File: src/rtl/ddr_app_sequencer.sv
// ddr_app_sequencer
// Splits single/multi-beat CPU-side requests into per-beat MIG 7-series
// app_* commands with incrementing addresses, forwards write data under
// app_wdf_rdy flow control and buffers returned read data in a FWFT FIFO.
// Read commands are only issued when a FIFO slot is guaranteed, so MIG read
// data (which cannot be back-pressured) is never dropped in normal use.
// Ports:
//   i_clk, i_rst_n            ui_clk and async active-low reset
//   i_init_calib_complete     gates acceptance of new requests
//   i_req_* / o_req_ready     request channel (addr, len = beats-1, dir)
//   i_wdata* / o_wdata_ready  write-beat channel
//   o_rdata* / i_rdata_ready  read-beat channel (FIFO output)
//   o_app_* / i_app_*         MIG user interface
//   o_busy, o_rd_overflow     status
module ddr_app_sequencer #(
    parameter int ADDR_WIDTH    = 28,
    parameter int DATA_WIDTH    = 128,
    parameter int MASK_WIDTH    = DATA_WIDTH / 8,
    parameter int ADDR_STEP     = 8,
    parameter int LEN_WIDTH     = 2,
    parameter int RD_FIFO_DEPTH = 8
) (
    input  logic                  i_clk,
    input  logic                  i_rst_n,
    input  logic                  i_init_calib_complete,
    input  logic                  i_req_valid,
    output logic                  o_req_ready,
    input  logic                  i_req_write,
    input  logic [ADDR_WIDTH-1:0] i_req_addr,
    input  logic [LEN_WIDTH-1:0]  i_req_len,
    input  logic                  i_wdata_valid,
    output logic                  o_wdata_ready,
    input  logic [DATA_WIDTH-1:0] i_wdata,
    input  logic [MASK_WIDTH-1:0] i_wbe,
    output logic                  o_rdata_valid,
    input  logic                  i_rdata_ready,
    output logic [DATA_WIDTH-1:0] o_rdata,
    output logic [ADDR_WIDTH-1:0] o_app_addr,
    output logic [2:0]            o_app_cmd,
    output logic                  o_app_en,
    input  logic                  i_app_rdy,
    output logic [DATA_WIDTH-1:0] o_app_wdf_data,
    output logic [MASK_WIDTH-1:0] o_app_wdf_mask,
    output logic                  o_app_wdf_wren,
    output logic                  o_app_wdf_end,
    input  logic                  i_app_wdf_rdy,
    input  logic [DATA_WIDTH-1:0] i_app_rd_data,
    input  logic                  i_app_rd_data_valid,
    output logic                  o_busy,
    output logic                  o_rd_overflow
);

    localparam int CNT_W = LEN_WIDTH + 1;
    localparam int PTR_W = $clog2(RD_FIFO_DEPTH);
    localparam int FC_W  = PTR_W + 1;
    localparam logic [FC_W-1:0]       DEPTH_C = FC_W'(RD_FIFO_DEPTH);
    localparam logic [ADDR_WIDTH-1:0] STEP_C  = ADDR_WIDTH'(ADDR_STEP);
    localparam logic [2:0]            CMD_WR  = 3'b000;
    localparam logic [2:0]            CMD_RD  = 3'b001;

    typedef enum logic [1:0] {
        ST_IDLE  = 2'd0,
        ST_WRITE = 2'd1,
        ST_READ  = 2'd2
    } state_t;

    state_t                 state_r, state_nx;
    logic                   ready_en_r;
    logic [LEN_WIDTH-1:0]   len_r, len_nx;
    logic [CNT_W-1:0]       cmd_cnt_r, cmd_cnt_nx;
    logic [CNT_W-1:0]       dat_cnt_r, dat_cnt_nx;
    logic                   app_en_r, app_en_nx;
    logic [2:0]             app_cmd_r, app_cmd_nx;
    logic [ADDR_WIDTH-1:0]  app_addr_r, app_addr_nx;
    logic [FC_W-1:0]        outstanding_r, outstanding_nx;
    logic [FC_W-1:0]        wr_ptr_r, rd_ptr_r;
    logic                   overflow_r;
    logic [DATA_WIDTH-1:0]  mem_r [RD_FIFO_DEPTH];

    logic [CNT_W-1:0]       last_s, beats_s;
    logic                   accept_s, cmd_hs_s, rd_hs_s, ret_s;
    logic                   dat_open_s, wdf_hs_s;
    logic [FC_W-1:0]        fifo_count_s, fifo_nx_s;
    logic                   fifo_full_s, push_s, pop_s, credit_s;

    // Counter compare values: last_s is the index of the final beat.
    assign last_s  = {1'b0, len_r};
    assign beats_s = last_s + {{(CNT_W-1){1'b0}}, 1'b1};

    // ready_en_r keeps o_req_ready low throughout reset.
    assign o_req_ready = ready_en_r & (state_r == ST_IDLE) & i_init_calib_complete;
    assign accept_s    = i_req_valid & o_req_ready;
    assign cmd_hs_s    = app_en_r & i_app_rdy;
    assign rd_hs_s     = cmd_hs_s & (app_cmd_r == CMD_RD);

    // Write data path: combinational pass-through, one beat per BL8 burst.
    assign dat_open_s     = (state_r == ST_WRITE) & (dat_cnt_r <= last_s);
    assign o_app_wdf_wren = i_wdata_valid & dat_open_s;
    assign o_wdata_ready  = i_app_wdf_rdy & dat_open_s;
    assign wdf_hs_s       = o_app_wdf_wren & i_app_wdf_rdy;
    assign o_app_wdf_data = i_wdata;
    assign o_app_wdf_mask = ~i_wbe;
    assign o_app_wdf_end  = o_app_wdf_wren;

    // Read-return FIFO (first-word-fall-through).
    assign fifo_count_s  = wr_ptr_r - rd_ptr_r;
    assign fifo_full_s   = (fifo_count_s == DEPTH_C);
    assign push_s        = i_app_rd_data_valid & ~fifo_full_s;
    assign o_rdata_valid = (fifo_count_s != {FC_W{1'b0}});
    assign pop_s         = o_rdata_valid & i_rdata_ready;
    assign o_rdata       = mem_r[rd_ptr_r[PTR_W-1:0]];
    assign ret_s         = i_app_rd_data_valid & (outstanding_r != {FC_W{1'b0}});
    assign fifo_nx_s     = fifo_count_s + {{(FC_W-1){1'b0}}, push_s}
                                        - {{(FC_W-1){1'b0}}, pop_s};

    // A further read may be offered only if every read already issued plus
    // the new one still fits in the FIFO as of the next cycle.
    assign credit_s = ({1'b0, outstanding_nx} + {1'b0, fifo_nx_s}) < {1'b0, DEPTH_C};

    assign o_app_en      = app_en_r;
    assign o_app_cmd     = app_cmd_r;
    assign o_app_addr    = app_addr_r;
    assign o_rd_overflow = overflow_r;
    assign o_busy        = (state_r != ST_IDLE) | (outstanding_r != {FC_W{1'b0}})
                           | o_rdata_valid;

    // Outstanding-read tracking: issued read commands minus returned beats.
    always_comb begin
        outstanding_nx = outstanding_r;
        if (rd_hs_s && !ret_s) begin
            outstanding_nx = outstanding_r + {{(FC_W-1){1'b0}}, 1'b1};
        end else if (!rd_hs_s && ret_s) begin
            outstanding_nx = outstanding_r - {{(FC_W-1){1'b0}}, 1'b1};
        end else begin
            outstanding_nx = outstanding_r;
        end
    end

    // Next-state and command-channel logic.
    always_comb begin
        state_nx    = state_r;
        len_nx      = len_r;
        cmd_cnt_nx  = cmd_cnt_r + {{(CNT_W-1){1'b0}}, cmd_hs_s};
        dat_cnt_nx  = dat_cnt_r + {{(CNT_W-1){1'b0}}, wdf_hs_s};
        app_en_nx   = app_en_r;
        app_cmd_nx  = app_cmd_r;
        app_addr_nx = cmd_hs_s ? (app_addr_r + STEP_C) : app_addr_r;
        case (state_r)
            ST_IDLE: begin
                app_en_nx = 1'b0;
                if (accept_s) begin
                    len_nx      = i_req_len;
                    cmd_cnt_nx  = {CNT_W{1'b0}};
                    dat_cnt_nx  = {CNT_W{1'b0}};
                    app_addr_nx = i_req_addr;
                    if (i_req_write) begin
                        state_nx   = ST_WRITE;
                        app_cmd_nx = CMD_WR;
                        app_en_nx  = 1'b1;
                    end else begin
                        state_nx   = ST_READ;
                        app_cmd_nx = CMD_RD;
                        app_en_nx  = credit_s;
                    end
                end else begin
                    state_nx = ST_IDLE;
                end
            end
            ST_WRITE: begin
                app_en_nx = (cmd_cnt_nx <= last_s);
                if ((cmd_cnt_nx == beats_s) && (dat_cnt_nx == beats_s)) begin
                    state_nx = ST_IDLE;
                end else begin
                    state_nx = ST_WRITE;
                end
            end
            ST_READ: begin
                // An offered command is held until taken; a new one needs credit.
                app_en_nx = (app_en_r & ~i_app_rdy) | ((cmd_cnt_nx <= last_s) & credit_s);
                if (cmd_cnt_nx == beats_s) begin
                    state_nx = ST_IDLE;
                end else begin
                    state_nx = ST_READ;
                end
            end
            default: begin
                state_nx  = ST_IDLE;
                app_en_nx = 1'b0;
            end
        endcase
    end

    // Sequencer state, counters and registered app command outputs.
    always_ff @(posedge i_clk or negedge i_rst_n) begin
        if (!i_rst_n) begin
            state_r       <= ST_IDLE;
            ready_en_r    <= 1'b0;
            len_r         <= {LEN_WIDTH{1'b0}};
            cmd_cnt_r     <= {CNT_W{1'b0}};
            dat_cnt_r     <= {CNT_W{1'b0}};
            app_en_r      <= 1'b0;
            app_cmd_r     <= CMD_WR;
            app_addr_r    <= {ADDR_WIDTH{1'b0}};
            outstanding_r <= {FC_W{1'b0}};
        end else begin
            state_r       <= state_nx;
            ready_en_r    <= 1'b1;
            len_r         <= len_nx;
            cmd_cnt_r     <= cmd_cnt_nx;
            dat_cnt_r     <= dat_cnt_nx;
            app_en_r      <= app_en_nx;
            app_cmd_r     <= app_cmd_nx;
            app_addr_r    <= app_addr_nx;
            outstanding_r <= outstanding_nx;
        end
    end

    // FIFO pointers and sticky overflow flag.
    always_ff @(posedge i_clk or negedge i_rst_n) begin
        if (!i_rst_n) begin
            wr_ptr_r   <= {FC_W{1'b0}};
            rd_ptr_r   <= {FC_W{1'b0}};
            overflow_r <= 1'b0;
        end else begin
            wr_ptr_r   <= wr_ptr_r + {{(FC_W-1){1'b0}}, push_s};
            rd_ptr_r   <= rd_ptr_r + {{(FC_W-1){1'b0}}, pop_s};
            overflow_r <= overflow_r | (i_app_rd_data_valid & fifo_full_s);
        end
    end

    // FIFO storage; contents are don't-care until written.
    always_ff @(posedge i_clk) begin
        if (push_s) begin
            mem_r[wr_ptr_r[PTR_W-1:0]] <= i_app_rd_data;
        end
    end

endmodule

File: config.mk
export PLATFORM = sky130hd
export DESIGN_NAME = ddr_app_sequencer
export DESIGN_NICKNAME = d
export VERILOG_FILES = /design/src/rtl/ddr_app_sequencer.sv
export SDC_FILE = /design/constraint.sdc
export NUM_CORES = 1
export LEC_CHECK = 0
export ABC_AREA = 1
export CORE_MARGIN = 1.5
export CORE_UTILIZATION = 25
export DETAILED_ROUTE_END_ITERATION = 6
export DONT_BUFFER_PORTS = 1
export PLACE_DENSITY = 0.48
export SLEW_MARGIN = 20
export SYNTH_ARGS = -nofsm -noshare
export SYNTH_HDL_FRONTEND = slang
export SYNTH_SLANG_ARGS = --single-unit
File: constraint.sdc
create_clock -name i_clk -period 16.02 [get_ports i_clk]
set_input_delay 2.403 -clock i_clk [delete_from_list [all_inputs] [get_ports i_clk]]
set_output_delay 2.403 -clock i_clk [all_outputs]
set_load 0.02 [all_outputs]
---- Yosys cells after proc, flatten, opt, wreduce, memory -nomap -nowiden ----
Memory sizes are Yosys's and may differ from the RTL's.
Cells that the tools add are included.
operators by class
  muxes and demuxes ....................... 20
  reduce and logical (&&, ||, !) cells .... 10
  bitwise gates (word level) .............. 22
  equality and inequality tests ........... 6
  $add $sub $neg .......................... 12
  $lt $le $gt $ge ......................... 3
operator list
  cell                     number
  $mux W28                 3
  $add A28 B4 Y28 const B  1
  $not A16 Y16             1
  $and A1 B1 Y1            15
  $add A4 B1 Y4            3
  $mux W3                  4
  $mux W4                  2
  $reduce_bool A4 Y1       2
  $add A3 B1 Y3            2
  $eq A3 B3 Y1             2
  $le A3 B2 Y1             2
  $mux W1                  6
  $mux W2                  3
  $pmux W2 S3              1
  $add A4 B4 Y5            1
  $lt A5 B4 Y1 const B     1
  $add A4 B1 Y4 const B    1
  $eq A4 B4 Y1 const B     1
  $or A1 B1 Y1             4
  $sub A4 B1 Y4            1
  $sub A4 B1 Y4 const B    1
  $sub A4 B4 Y4            1
  $add A2 B1 Y3 const B    1
  $eq A3 B1 Y1 const B     1
  9 further kinds          13
storage, ports and cells
  memory bits (writable) .................. 1024
  input port bits ......................... 312
  word-level logic and storage cells ...... 86
  output and inout port bits .............. 311
  bits in registers ....................... 56
  memories ................................ 1
memory list
  name   depth  bits a word  read ports  clocked after Yosys merged registers in  write ports  line  source
  mem_r  8      128          1           0                                        1            78    logic [DATA_WIDTH-1:0] mem_r [RD_FIFO_DEPTH];

---- Longest topological paths before layout ----
Gate-level depths: netlist of run 1.
  depth in word-level cells ............... 11
  mapped depth ............................ 25
  gate-level depth less buffers ........... 23

---- Worst setup path after synthesis of run 1 ----
No wires, ideal clock.
  path kind ............................... input to register
  from .................................... input port i_app_rd_data_valid
  to ...................................... memory mem_r[0][0] (enable)
  stages .................................. 4
  slack ................................... 7429 ps
  data required time ...................... 15403 ps
  setup time .............................. 617 ps
  path buffers ............................ 0
  arrival ................................. 7975 ps
  cell sequence ........................... nand2_1 inv_1 nand2_1 nor2_1
on the way
  word-level cells in the longest chain between the ends .. 3
ends and longest elaborated chain
  what                           line  source
  from (decl)                    48    input logic i_app_rd_data_valid,
  $and A1 B1 Y1                  108   assign push_s = i_app_rd_data_valid & ~fifo_full_s;
  $mux W1                        233   if (push_s) begin
  $mux W1 (implied by the code)  234   mem_r[wr_ptr_r[PTR_W-1:0]] <= i_app_rd_data;
  to (decl)                      78
Every way passes these cells.

---- Worst setup path after layout of run 1 ----
  from .................................... register rd_ptr_r[1]
  to ...................................... output port o_rdata[63]
on the way
  word-level cells in the longest chain between the ends .. 1
ends and longest elaborated chain
  what                    line  source
  from (decl)             76    logic [FC_W-1:0] wr_ptr_r, rd_ptr_r;
  from (signal assigned)  222   rd_ptr_r <= {FC_W{1'b0}};
  from (signal assigned)  226   rd_ptr_r <= rd_ptr_r + {{(FC_W-1){1'b0}}, pop_s};
  $mem_v2 Z8 W128         n/a
  to (decl)               37    output logic [DATA_WIDTH-1:0] o_rdata,
Every way passes these cells.

==> results of run 1 <==
==> power by group through the flow <==
stage          Clock [mW]  Sequential [mW]  Combinational [mW]
2_1_floorplan           0             3.95                2.55
3_3_place_gp            0             3.97                3.45
3_5_place_dp            0             3.97                3.45
4_1_cts              2.71             3.91                3.46
5_1_grt              2.81             3.96                3.75
6_report             2.63             3.91                3.36
==> layer usage <==
metal  vias up  global-route usage (%)  part of all wire (%)
met3       296                    2.97                   5.1
met1     12854                    15.1                    40
met5         -                       0                     0
met2       466                    22.8                    51
met4         0                    6.19                   4.3
li1      12048                       -                     -
==> registers in the layout, summed over array words and instances (netlist names), 2 cells and up <==
| name | flops |
|---|---|
| cmd_cnt_r | 3 |
| o_app_addr | 28 |
| state_r | 2 |
| wr_ptr_r | 4 |
| dat_cnt_r | 3 |
| rd_ptr_r | 4 |
| mem_r | 1024 |
| outstanding_r | 4 |
| len_r | 2 |
==> cell usage after synthesis, drive strengths merged <==
master | number | area (um^2)
a21oi | 8 | 40.0
a31oi | 129 | 807
and2 | 1 | 6.26
and3 | 1 | 6.26
buf | 231 | 1600
clkbuf | 106 | 398
clkinv | 1 | 3.75
conb | 2 | 7.51
dfrtp | 54 | 1350
edfxtp | 1024 | 30700
fa | 2 | 40.0
ha | 26 | 325
inv | 82 | 313
mux2 | 1 | 11.3
nand2 | 157 | 589
nand3 | 39 | 195
nand3b | 3 | 22.5
nand4 | 6 | 37.5
nor2 | 936 | 3520
nor3 | 5 | 25.0
nor3b | 1 | 7.51
o21ai | 530 | 2650
o21bai | 3 | 22.5
o22ai | 129 | 807
o31ai | 1 | 7.51
or2 | 4 | 25.0
or3 | 1 | 6.26
xnor2 | 9 | 78.8
xor2 | 11 | 96.3
==> worst register-to-register path, delay by kind of cell, from the launching register on <==
| family | cells | cell delay, ps |
|---|---|---|
| xor gates and xnor gates | 1 | 180 |
| adders and majority gates | 3 | 940 |
| buffers and inverters | 6 | 3000 |
| DFF | 1 | 990 |
| and+or+nand+nor | 4 | 1000 |
==> area by class of cell <==
type                            count  area share, %
Timing Repair Buffer               35          0.758
Clock buffer                      157           6.44
Clock inverter                     56           1.21
Sequential cell                  1078           65.7
Tap cell                         2325           5.95
Antenna cell                        1        0.00512
Inverter                           83          0.701
Multi-Input combinational cell   2006           19.2
==> through the flow <==
step	instance area (um^2)	total power [mW]	hold slack [ps]
finish	48900	9.90	493
global route	48900	10.5	532
CTS	48800	10.1	498
detailed placement	45100	7.43	482
global placement	45100	7.42	485
floorplan	43800	6.49	465
==> kinds of logic after synthesis <==
kind of cell    after synthesis  share of synthesized area (%)
buf+inv                     420                           5.29
fa+ha+maj                    28                          0.835
simple gates               1154                           10.1
flops                      1078                           73.4
other cells                   2                         0.0172
mux                           1                         0.0257
compound gates              800                           9.91
xor+xnor                     20                          0.400
==> worst max-delay path by stage <==
stage                               start                    end  slack [ps]  depth (start not counted)
floorplan             i_app_rd_data_valid  mem_r[0][0]$_DFFE_PP_        7430                          4
global placement    rd_ptr_r[1]$_DFF_PN0_            o_rdata[66]        8520                          8
detailed placement  rd_ptr_r[1]$_DFF_PN0_            o_rdata[63]        8460                          8
CTS                 rd_ptr_r[1]$_DFF_PN0_            o_rdata[63]        7620                          8
global route        rd_ptr_r[1]$_DFF_PN0_            o_rdata[66]        7440                          8
finish              rd_ptr_r[1]$_DFF_PN0_            o_rdata[63]        7850                          8
==> reports/summary.md, run 1 <==
The net switching power is 3.93 mW, and the power per unit of standard cell area is 202 nW/um^2. After clock tree synthesis, the flow added hold-fix buffers numbering 0. The cell count after synthesis came out at 3503. The number of antenna violations at the first check in global routing is 0. The top cell types in the final layout, fill and taps aside, are 1024 x edfxtp_1, 926 x nor2_1, 530 x o21ai_0.

The buffers plus inverters on the worst setup path came out at 4. Gates resized during post-CTS repair numbered 0. For this run, the slowest stage of the critical path takes 850 ps. The worst setup path is launched from a flop. The routability congestion estimate from global placement is 0.772, and the number of nets in the layout is 3659. In this run the tool buffered the top-level ports with 0 buffer cells. Wires add up to 119 mm. The number of cells on the worst reg-to-reg path is 14. The run finished with clean final reports. The run gives 26.1% as the headroom to the max-slew limit. TritonCTS built the clock tree.

After synthesis, the mean cell area works out to 12.5 um^2. From synthesis to final layout, the design area changed by 11.7%. Cell internal power was estimated by the tool at 5.97 mW. Setup violations remaining at the end of the flow were counted as 0. Total CTS buffers: 115. The storage element area is 32100 um^2.

The via count of the first global-routing pass was 25379; the die height was 421 um. The static leakage was 15.8 nW. The clock power share came out at 26.5%. In the routed design, unresolved DRC markers number 0. Across the run, the number of max-cap violations was 0. The tightest min-delay check is of the flop to flop type.

The run gives 174000 um^2 as the area of the core region. The run gives 73.4% as the proportion of synthesized chip area in sequential cells. The cell type with the highest occurrence count on the critical path is buf_4. The total of warnings raised by yosys is 0, and the achievable frequency is 0.122 GHz.

After detailed routing, the average wire length per cell comes to 20.7 um. For the required arrival time at the worst endpoint, the log shows 13620 ps. Of all nets on the critical path, the largest fanout is 88. The largest net degree at the start of global routing came out at 218.

Global routing used 13.1% of the available tracks across all layers. Sort of element at the end of the critical path: a primary output. The starting utilization of the core area was 25.2%; the combined area of all synthesized cells was 43700 um^2. Between clock sinks in the finished design, the worst skew comes to 32.4 ps. At the pin with the least slew margin, the transition time is 1110 ps. Once detailed placement completed, the half-perimeter wirelength came to 62.9 mm. The clock net in this run drives a total of 1078 sinks. At the worst endpoint, the arrival time is 5760 ps.

The worst hold path terminates at rd_ptr_r[3]$_DFF_PN0_. Clock latency reported for the late side of the worst-skew pair: 740 ps. The total number of vias was 25664; the number of stages on the worst hold path was 1. The share of the core filled with cells was 28.1%. The first global-routing pass estimated 174 mm of wire. The net switching share of the total power came out at 39.7%. The run gives 0 as the buffers inserted during post-CTS setup optimization. For the number of placed I/O pins, the log shows 623. The critical path goes through inv_8, buf_4, buf_4, buf_4, o21ai_0, o22ai_1, nor2_1, a31oi_1. The post-route netlist has 6.44% of its cells at a drive strength greater than 1.

The overall die width is 421 um, and the max-slew violation total from the final report is 0. The startpoint of the most critical register-to-register path is rd_ptr_r[0]$_DFF_PN0_. The mean number of vias per cell was 4.47; the area taken by multi-input logic gates was 9410 um^2. The leading cell type in the layout, fill and taps excluded was edfxtp_1. In this run the deepest clock path goes through 3 buffers.

The clock period minus worst slack was 8170 ps; the post-route fraction of the period consumed by the critical path was 51.0%. For the number of placed instances, taps included, the log shows 5526. The number of register bits inferred by synthesis was 1078; the relative contribution of combinational cells to total power was 34.0%. Clock-pin slew was measured on the worst setup and hold paths at 60 ps. The number of inserted filler cells in the final layout is 17775, and the minimum setup slack after placement is 8460 ps.

Master of the slowest instance on the critical path: buf_4. For this run, the detailed router's first-pass iteration total came to 5. Worst IR drop on VDD: 0.135 mV. The critical path is of the flop to primary output type.

The number of antenna-violating nets in the routed design came out at 0. Setup repair after global routing left no endpoint under its margin. The slack of the critical path is 7850 ps. The top cell family by delay on the critical path is buffers and inverters.

Leaving out filler cells and counting taps, the final layout contains 5741. The level count of the clock H-tree came out at 3. The aggregate negative setup slack was 0 ps; the total die area was 178000 um^2. The tools report the final hold violation count as 0. In this run the clock root is driven by a clkbuf_16. Registers are responsible for 39.5% of the overall power. The number of standard-cell rows in the floorplan came out at 153. The startpoint identified for the worst hold timing path is rd_ptr_r[3]$_DFF_PN0_.

Yosys mapped the design onto 36 distinct sky130hd cell types. After the first detailed-routing iteration, the DRC count stood at 1484. The setup check on the worst reg-to-reg path leaves a slack of 9470 ps.

The endpoint identified for the worst register-to-register timing path is mem_r[1][98]$_DFFE_PP_. The run gives 0 as the total global routing overflow.
Power figures use the tool's default switching activity.
==> run 2, diff against run 1 <==
PLACE_DENSITY = 0.5   (was 0.48)
clock period = 7 ns   (was 16.02 ns; I/O delays follow)
==> run 2 against run 1 <==
Effect of this change:
- worst hold slack got worse by 330 ps
- total power is 130% higher
- first-iteration DRC count fell by 0.47%
- sequential cell count unchanged
- setup slack worse by 6200 ps
- routed wire length grew 0.89%
- critical path depth down 1
- non-clock buffer count rose by 15
- highest routed layer unchanged
==> reports/summary.md, run 2 (synthesized netlist as in run 1, its figures left out) <==
The flow ran to the end, and the final reports show no timing, DRC or antenna violations. The met3 layer usage reported by global route is 2.85% (-0.12 points), and the number of nets in the layout is 3674 (+0.41%). The tools report the headroom to the max-slew limit as 23.7% (-2.4 points). The number of sinks handled by clock tree synthesis was 1078 (unchanged); the number of buffers on the longest clock path was 3 (unchanged). Setup repair after global routing left no endpoint under its margin.

The tools report the number of inserted filler cells in the final layout as 17707 (-0.38%). Tracing the worst setup path back leads to its startpoint at rd_ptr_r[0]$_DFF_PN0_. The iteration-0 DRC count of the detailed router was 1477 (-0.47%); the number of standard-cell rows in the floorplan was 153 (unchanged).

TritonCTS built the clock tree. The worst setup path is launched from a flop. The via count of the first global-routing pass was 25398 (+0.075%).

The startpoint of the most critical register-to-register path is rd_ptr_r[0]$_DFF_PN0_. For the final non-filler cell total, the log shows 5750 (+0.16%). Master of the slowest instance on the critical path: dfrtp_4. Broken down by cell family, the worst path's largest delay share belongs to buffers and inverters.

The root buffer selected by CTS was clkbuf_16. The actual slew at the worst max-slew pin was 1140 ps (+36.5 ps). Subtracting the final worst setup slack from the clock period gives 5300 ps. The run gives 5 (unchanged) as the number of optimization iterations in the first detailed-route pass. Overall die width: 421 um (unchanged).

The tools report the total wire length after detailed routing as 120 mm (+0.89%). The total CTS buffers was 115 (unchanged). The run gives 0.262 mV (+94%) as the worst IR drop on VDD.

The number of input and output port buffers inserted is 0 (unchanged). The die height was 421 um (unchanged). The static leakage was 15.9 nW (+0.35%). The ratio of cells with drive above 1 in the final layout was 6.75% (+0.30 points); the post-cts gate resize count was 0 (unchanged). The tools report the global-route wire length before repair as 176 mm (+0.98%). Clock-pin slew reported for the worst setup and hold paths after clock tree synthesis: 60 ps (about the same). The run gives 0 (unchanged) as the number of antenna violations at the first check in global routing. The critical path goes through buf_4, buf_4, o21ai_0, o22ai_1, nor2_1, a31oi_1, buf_4.

The run gives 178000 um^2 (unchanged) as the total die area. The total global routing overflow came out at 0 (unchanged). The mean number of vias per cell was 4.47 (about the same); the achievable frequency was 0.189 GHz.

Stage delay of the slowest cell on the critical path: 910 ps (+60 ps). The count of max-cap constraint violations was 0 (unchanged). The routed wire length per instance was 20.9 um (+0.74%); the number of antenna-violating nets in the routed design was 0 (unchanged). For the global routing usage on met2, the log shows 23.3% (+0.58 points). For the number of placed I/O pins, the log shows 623 (unchanged).

For the number of placed instances, taps included, the log shows 5541 (+0.27%). Leading cell type in the layout, fill and taps excluded: edfxtp_1. Most used routing layer: met2. The most numerous cell type found on the critical path is buf_4. The growth of design area from synthesis to finish was 12.0%; the number of flip-flops in the largest register was 1024 (unchanged). The starting utilization of the core area was 25.2% (unchanged); the all-layer global routing usage was 13.2% (+0.15 points). For the level count of the clock H-tree, the log shows 3 (unchanged). The required arrival time at the worst endpoint came out at 5950 ps (-7670 ps). Area of the core region: 174000 um^2 (unchanged). The logs give 32100 um^2 (unchanged) for the storage element area and 67.8 ps (+35.3 ps) for the setup skew after layout.

The maximum fanout along the worst path came out at 56 (-36%). The power per unit of standard cell area is 461 nW/um^2 (+130%). The run gives 0 (unchanged) as the max-slew violation total from the final report. The post-route total power was 22.6 mW (+130%); the data arrival time of the critical path was 4250 ps (-1510 ps). The final routed DRC violation total was 0 (unchanged); the total number of vias was 25708 (+0.17%). The worst setup path is captured at a primary output.

The worst hold path belongs to the class input pin to asynchronous set/reset pin. The final hold violation count is 0 (unchanged), and the met1 capacity usage during global routing is 14.8% (-0.29 points). The count of final setup violators was 0 (unchanged). The buffers plus inverters on the worst setup path is 3 (-1). For the buffers inserted during post-CTS setup optimization, the log shows 0 (unchanged). The setup path with the least slack is of type flop to primary output. The HPWL after detailed placement was 67.6 mm (+7.5%); the routability congestion estimate from global placement was 0.796 (+3.1%).

Dividing the final minimum period by the clock period gives 75.7%. The area taken by multi-input logic gates is 9420 um^2 (+0.20%). The library cells used most frequently in the layout, excluding fill and tap cells, are 1024 x edfxtp_1, 926 x nor2_1, 530 x o21ai_0. Largest net degree at the start of global routing: 229 (+5.0%).

For the clock latency reported for the late side of the worst-skew pair, the log shows 750 ps (about the same).
run 2: cell types whose count changed in the layout (fill, tap and decap cells not counted), sizes merged:
| cell | previous run | this run |
|---|---|---|
| buf | 35 | 50 |
| clkbuf | 157 | 144 |
| clkinv | 43 | 50 |
| inv | 86 | 89 |
| bufinv | 8 | 6 |
| clkinvlp | 2 | 1 |
run 2: layer usage:
metal / routed length [um] / vias to the layer above / part of all wire (%)
li1: - / 12074 / -
met1: 46500 / 12791 / 39
met2: 60900 / 526 / 51
met3: 6700 / 317 / 5.6
met4: 5900 / 0 / 4.9
met5: 0 / - / 0
run 2: area by class of cell:
class                           count  area share [%]
Sequential cell                  1078            65.5
Multi-Input combinational cell   2006            19.2
Clock buffer                      144            6.20
Tap cell                         2325            5.93
Timing Repair Buffer               50            1.27
Clock inverter                     63            1.16
Inverter                           83           0.699
Antenna cell                        1         0.00511
run 2: path summary, 6_finish.rpt:
kind                       slack (ps)  depth (start not counted)                        end
max                              1700                          7                o_rdata[36]
min                               160                          1  o_app_addr[2]$_DFFE_PN0P_
max reg2reg                      2480                         18         o_app_en$_DFF_PN0_
min reg2reg                       490                          1      rd_ptr_r[3]$_DFF_PN0_
max in group asynchronous        6500                          1      rd_ptr_r[1]$_DFF_PN0_
min in group i_clk                390                          0    mem_r[0][119]$_DFFE_PP_
run 2: power breakdown:
part	leakage [nW]	total (mW)	internal, mW	switching [mW]
clock	1.76	5.84	3.30	2.54
combinational	4.16	7.89	1.95	5.95
sequential	9.96	8.87	8.33	0.541
run 2: what timing repair did:
action	4_1_cts	5_1_grt
endpoints found under the setup margin	0	0
hold buffers	1	0
hold endpoints to repair	54	0
run 2: per-stage QoR:
stage                     hold slack [ps]  utilization, %  setup TNS (ps)  instance area (um^2)  worst slack [ps]
after floorplan                       465               -        -1259190                 43800             -1230
final                                 165            28.2               0                 49000              1700
after CTS                            85.6            28.2               0                 49000              1570
after global placement                482            26.1               0                 45300              2390
after global routing                  127            28.2               0                 49000              1440
after detailed placement              487            26.1               0                 45400              2440
